===== src/rtl/simple_uart.sv =====
// Bus-attached 8N1 UART transmitter: TX queue, baud divider, idle interrupt.
// Macro SIMPLE_UART_FIFO_EN: defined -> FifoDepth-entry FIFO, undefined -> single holding register.
module simple_uart #(
  parameter int unsigned FifoDepth = 8,
  parameter logic [15:0] ClkDiv    = 16'd434
) (
  input  logic        clk_i,
  input  logic        rst_ni,
  input  logic        req_i,
  input  logic        we_i,
  input  logic [3:0]  be_i,
  input  logic [31:0] addr_i,
  input  logic [31:0] wdata_i,
  output logic        rvalid_o,
  output logic [31:0] rdata_o,
  output logic        err_o,
  output logic        tx_o,
  output logic        irq_o
);

  localparam int unsigned CntW = $clog2(FifoDepth) + 1;

  typedef enum logic [1:0] {IDLE, START, DATA, STOP} tx_state_e;

  // Handshake: every req_i cycle is accepted; rvalid_o (with rdata_o/err_o) follows exactly one cycle later.
  logic [7:0]      offs;
  logic            bad_addr, wr_tx, push, pop, full, empty;
  logic [7:0]      head;
  logic [CntW-1:0] count;
  logic [31:0]     status, rd_val;
  logic [15:0]     baud_div_q, div_eff, bit_len_q, baud_cnt_q;
  logic            irq_en_q, ovf_q, rvalid_q, err_q, irq_q, bit_end;
  logic [31:0]     rdata_q;
  logic [2:0]      bit_idx_q;
  logic [7:0]      shift_q;
  tx_state_e       state_q, state_d;
  logic            unused_bits;

  assign unused_bits = ^{addr_i[31:10], addr_i[1:0], be_i[3:2], wdata_i[31:16]};

  assign offs     = addr_i[9:2];
  assign bad_addr = (offs >= 8'd4);
  assign wr_tx    = req_i & we_i & (offs == 8'd0);
  assign push     = wr_tx & be_i[0] & ~full;

`ifdef SIMPLE_UART_FIFO_EN
  localparam int unsigned PtrW = $clog2(FifoDepth);
  logic [7:0]      mem_q [FifoDepth];
  logic [PtrW-1:0] wr_ptr_q, rd_ptr_q;
  logic [CntW-1:0] cnt_q;

  assign full  = (cnt_q == CntW'(FifoDepth));
  assign empty = (cnt_q == '0);
  assign head  = mem_q[rd_ptr_q];
  assign count = cnt_q;

  always_ff @(posedge clk_i) begin
    if (push) mem_q[wr_ptr_q] <= wdata_i[7:0];
  end

  always_ff @(posedge clk_i) begin
    if (!rst_ni) begin
      wr_ptr_q <= '0;
      rd_ptr_q <= '0;
      cnt_q    <= '0;
    end else begin
      if (push) wr_ptr_q <= wr_ptr_q + 1'b1;
      if (pop)  rd_ptr_q <= rd_ptr_q + 1'b1;
      case ({push, pop})
        2'b10:   cnt_q <= cnt_q + 1'b1;
        2'b01:   cnt_q <= cnt_q - 1'b1;
        default: cnt_q <= cnt_q;
      endcase
    end
  end
`else
  logic [7:0] hold_q;
  logic       hold_vld_q;

  assign full  = hold_vld_q;
  assign empty = ~hold_vld_q;
  assign head  = hold_q;
  assign count = CntW'(hold_vld_q);

  always_ff @(posedge clk_i) begin
    if (push) hold_q <= wdata_i[7:0];
  end

  // push requires an empty slot and pop a full one, so they never coincide here.
  always_ff @(posedge clk_i) begin
    if (!rst_ni)   hold_vld_q <= 1'b0;
    else if (push) hold_vld_q <= 1'b1;
    else if (pop)  hold_vld_q <= 1'b0;
  end
`endif

  assign status = {17'b0, 7'(count), 4'b0, ovf_q, (state_q != IDLE), empty, full};

  always_comb begin
    rd_val = '0;
    case (offs[1:0])
      2'd1:    rd_val = status;
      2'd2:    rd_val = {16'b0, baud_div_q};
      2'd3:    rd_val = {31'b0, irq_en_q};
      default: rd_val = '0;
    endcase
  end

  always_ff @(posedge clk_i) begin
    if (!rst_ni) begin
      rvalid_q <= 1'b0;
      rdata_q  <= '0;
      err_q    <= 1'b0;
    end else begin
      rvalid_q <= req_i;
      rdata_q  <= (req_i && !we_i && !bad_addr) ? rd_val : '0;
      err_q    <= req_i & (bad_addr | (wr_tx & full));
    end
  end

  always_ff @(posedge clk_i) begin
    if (!rst_ni) begin
      baud_div_q <= ClkDiv;
      irq_en_q   <= 1'b0;
      ovf_q      <= 1'b0;
    end else begin
      if (req_i && we_i && offs == 8'd2) begin
        if (be_i[0]) baud_div_q[7:0]  <= wdata_i[7:0];
        if (be_i[1]) baud_div_q[15:8] <= wdata_i[15:8];
      end
      if (req_i && we_i && offs == 8'd3 && be_i[0]) irq_en_q <= wdata_i[0];
      if (wr_tx && full && be_i[0]) ovf_q <= 1'b1;
      else if (req_i && we_i && offs == 8'd1 && wdata_i[3]) ovf_q <= 1'b0;
    end
  end

  assign div_eff = (baud_div_q == 16'd0) ? 16'd1 : baud_div_q;
  assign bit_end = (baud_cnt_q == 16'd0);

  always_comb begin
    state_d = state_q;
    pop     = 1'b0;
    case (state_q)
      IDLE:  if (!empty) begin state_d = START; pop = 1'b1; end
      START: if (bit_end) state_d = DATA;
      DATA:  if (bit_end && bit_idx_q == 3'd7) state_d = STOP;
      STOP: begin
        if (bit_end) begin
          if (!empty) begin state_d = START; pop = 1'b1; end
          else        state_d = IDLE;
        end
      end
      default: state_d = IDLE;
    endcase
  end

  // The bit length is captured on every frame start so divider writes only affect later frames.
  always_ff @(posedge clk_i) begin
    if (!rst_ni) begin
      state_q    <= IDLE;
      baud_cnt_q <= '0;
      bit_len_q  <= 16'd1;
      bit_idx_q  <= '0;
      shift_q    <= '0;
      irq_q      <= 1'b0;
    end else begin
      state_q <= state_d;
      irq_q   <= irq_en_q & empty & (state_q == IDLE);
      if (pop) begin
        shift_q    <= head;
        bit_idx_q  <= '0;
        bit_len_q  <= div_eff;
        baud_cnt_q <= div_eff - 16'd1;
      end else if (state_q != IDLE) begin
        if (bit_end) begin
          baud_cnt_q <= bit_len_q - 16'd1;
          if (state_q == DATA) begin
            shift_q   <= shift_q >> 1;
            bit_idx_q <= bit_idx_q + 3'd1;
          end
        end else begin
          baud_cnt_q <= baud_cnt_q - 16'd1;
        end
      end
    end
  end

  always_comb begin
    tx_o = 1'b1;
    case (state_q)
      START:   tx_o = 1'b0;
      DATA:    tx_o = shift_q[0];
      default: tx_o = 1'b1;
    endcase
  end

  assign rvalid_o = rvalid_q;
  assign rdata_o  = rdata_q;
  assign err_o    = err_q;
  assign irq_o    = irq_q;

endmodule


===== config.mk =====
export PLATFORM = sky130hd
export DESIGN_NAME = simple_uart
export DESIGN_NICKNAME = d
export VERILOG_FILES = /design/src/rtl/simple_uart.sv
export SDC_FILE = /design/constraint.sdc
export NUM_CORES = 1
export LEC_CHECK = 0
export ABC_AREA = 1
export BUFFER_PORTS_ARGS = -buffer_cell sky130_fd_sc_hd__buf_2
export CAP_MARGIN = 10
export CORE_UTILIZATION = 25
export CTS_BUF_LIST = sky130_fd_sc_hd__clkbuf_16
export CTS_CLUSTER_SIZE = 28
export DETAILED_ROUTE_END_ITERATION = 8
export GPL_TIMING_DRIVEN = 1
export SLEW_MARGIN = 20
export SYNTH_ARGS = -nofsm -noshare
export SYNTH_HDL_FRONTEND = slang
export SYNTH_SLANG_ARGS = --single-unit

===== constraint.sdc =====
create_clock -name clk_i -period 3 [get_ports clk_i]
set_input_delay 0.15 -clock clk_i [delete_from_list [all_inputs] [get_ports clk_i]]
set_output_delay 0.15 -clock clk_i [all_outputs]
set_load 0.01 [all_outputs]

==> impl_metrics.ini <==
[outcome]
status = finished clean

[synth]
synth-async-reset-ratio = 0
avgSynthCellArea_um2 = 7.28
yosysSeqAreaShare = 0.438
ys_warn_count = 0
yosys.cell_types.count = 35
synth_area_um2 = 4350
ys_seq_elements = 91
syn_inst = 597
synth_edf_count = 8
ys.flop_type = dfxtp_1

[clock_tree]
cts_buffer_depth = 2
cts_setup_buffers = 0
clock_sink_count = 91
cts.htree.levels = 3
root_buffer = clkbuf_16
clk_pin_slew_ps = 70
cts_made_buffers = 9
cts_tree = done
clk_latency_ps = 340

[detailed_routing]
routed_wl_mm = 10.4
drt_iter0_markers = 269
dr.pass1.iters = 4
drc_errors = 0
dr_total_vias = 3730
final_antenna_net_count = 0
vias_per_cell = 4.28
routedWlPerCell_um = 11.9

[worst_setup_path]
arrival_ps = 2910
ff2ff_path_depth = 17
path_cells = inv_1 > ha_1 > nand2_1 > nand2_4 > nand2_8 > inv_1 > nand2_1 > nand2_1 > inv_2 > ha_1 > nand3_1 > inv_2 > nand2_1 > nor2_4 > nor2_1 > o21ai_0 > inv_1
cp_slowest_cell = dfxtp_1
max_stage_delay_ps = 400
crit_type = flop to flop
required_ps = 3230
path_common_cell = nand2_1
cp-end-kind = flop
critPathTopFamily = simple AND/OR/NAND/NOR gates
start_kind = flop
path_depth = 17
critPathMaxFanout = 21
critPathBufInv = 5

[place]
portBuffers = 49
place_congestion = 0.834
hpwl_mm = 7.40

[finish]
fillers = 1821
fin_nets = 726
area_delta_synth_final_pct = 17.9
diodes = 0
drive_gt1_frac = 0.158
fin_util = 0.306

[timing]
worst_slew_pin_slew_ps = 1020
skew_ps = 9.18
slew_violations = 0
finalHoldViolations = 0
rsz0062_at_grt = false
max_freq_mhz = 373
finalCritPeriodShare = 0.894
maxSlewHeadroom = 0.314
finalSetupViolations = 0
timing.setup.tns_ps = 0
finalCriticalPeriod_ps = 2680

[global_route]
grt_pass1_vias = 3497
grt_max_degree = 33
antenna_found_initial = 0
grt_usage = 0.123
grt_pass1_wl_mm = 17.5
grt-ovfl-total = 0

[pwr]
p_per_area_nw_per_um2 = 769
ir_drop_mv = 0.420
total_leakage_power_nw = 2.28

[worst_hold_path]
hold_path_depth = 1
hp-class = primary input to flop

[floorplan]
die_area_um2 = 17900
core_area_um2 = 16800
die-width_um = 134
die_height_um = 134
initial_utilization = 0.259
rows = 47
ios = 108

[flow_run]
maxCapViolCount = 0
==> area by class of cell <==
cell class              instances  area [um^2]  area share
flip-flops and latches         91         1900       0.371
repair buffers                 59          323      0.0630
clock buffers                   9          225      0.0440
clock inverters                 7         96.3      0.0188
inverters                      87          327      0.0638
multi-input cells             398         1970       0.385
well taps                     220          275      0.0538
==> cells in the final DEF, fill, tap and decap left out, types with 2 or more instances in the layout <==
cell	Yosys	final
a31oi_1	11	11
nor4_1	4	4
clkinv_2	0	2
o21ai_0	37	37
nor2_4	3	3
nand2_2	10	10
edfxtp_1	8	8
nor3_1	13	13
nand4_1	6	6
inv_6	0	3
inv_2	2	2
o21bai_1	3	3
ha_1	8	8
o22ai_1	9	9
nor2_2	6	6
nor2_1	38	38
dfxtp_1	83	83
clkbuf_16	0	9
nand3_1	38	38
buf_4	16	9
nand2_1	140	140
nand2_4	3	2
a21oi_1	39	39
bufinv_16	0	2
conb_1	1	16
buf_2	5	49
o211ai_1	5	5
inv_1	85	84
nand3_2	2	2
==> metrics by stage <==
step | cell area [um^2] | hold WS [ps] | setup WS, ps | total power, mW | cells
final | 5120 | 16.5 | 317 | 3.94 | 871
after global routing | 5120 | 2.65 | 47.4 | 4.21 | 871
after CTS | 5100 | 3.79 | 259 | 3.96 | 870
after detailed placement | 4780 | 361 | 272 | 2.72 | 854
after global placement | 4780 | 360 | 266 | 2.71 | 854
after floorplan | 4400 | 249 | 780 | 2.42 | 612
==> layer usage <==
layer,GRT usage,share of wire,vias up
met5,0,0,-
met4,0.0455,0.016,0
met3,0.0200,0.042,12
met2,0.195,0.43,88
li1,-,-,1992
met1,0.167,0.51,1638
==> kinds of logic after synthesis <==
group           synth area share
other cells             0.000863
flops                      0.438
buf+inv                    0.123
simple gates               0.278
compound gates             0.135
xor+xnor                 0.00202
fa+ha+maj                 0.0230
==> sequential cells by signal, indices dropped and copies added, names as in the netlist <==
name / cells
head: 8
ovf_q: 1
shift_q: 8
baud_cnt_q: 16
state_q: 2
baud_div_q: 16
full: 1
rvalid_o: 1
irq_o: 1
err_o: 1
bit_idx_q: 3
rdata_o: 16
irq_en_q: 1
bit_len_q: 16
==> what timing repair did <==
action | 4_1_cts | 5_1_grt
hold buffers | 0 | 1
setup endpoints to repair | 0 | 1
hold endpoints to repair | 0 | 1
resized for setup | 0 | 1
==> cell usage after synthesis (6+ instances only) <==
| cell | count | share of area |
|---|---|---|
| edfxtp_1 | 8 | 0.055 |
| a31oi_1 | 11 | 0.016 |
| nand3_1 | 38 | 0.044 |
| o22ai_1 | 9 | 0.013 |
| nor3_1 | 13 | 0.015 |
| o21ai_0 | 37 | 0.043 |
| inv_1 | 85 | 0.073 |
| nor2_1 | 38 | 0.033 |
| dfxtp_1 | 83 | 0.38 |
| buf_4 | 16 | 0.028 |
| nand2_2 | 10 | 0.014 |
| nand4_1 | 6 | 0.0086 |
| a21oi_1 | 39 | 0.045 |
| nand2_1 | 140 | 0.12 |
| nor2_2 | 6 | 0.0086 |
| clkbuf_1 | 13 | 0.011 |
| ha_1 | 8 | 0.023 |
==> report_power, final <==
group | internal, mW | leakage [nW] | switching, mW
registers | 1.30 | 0.744 | 0.0483
clock network | 0.737 | 0.161 | 0.502
logic | 0.447 | 1.37 | 0.905
==> final timing paths <==
path | from | end | slack, ps
worst max-delay path | state_q[0]$_SDFFE_PN0P_ | baud_cnt_q[8]$_SDFFE_PN0P_ | 320
worst min register to register | bit_len_q[1]$_SDFFE_PN0N_ | bit_len_q[1]$_SDFFE_PN0N_ | 460
worst max register to register | state_q[0]$_SDFFE_PN0P_ | baud_cnt_q[8]$_SDFFE_PN0P_ | 320
worst min-delay path | wdata_i[2] | head[2]$_DFFE_PP_ | 20
Note: power is estimated with default switching activity, not from simulation.
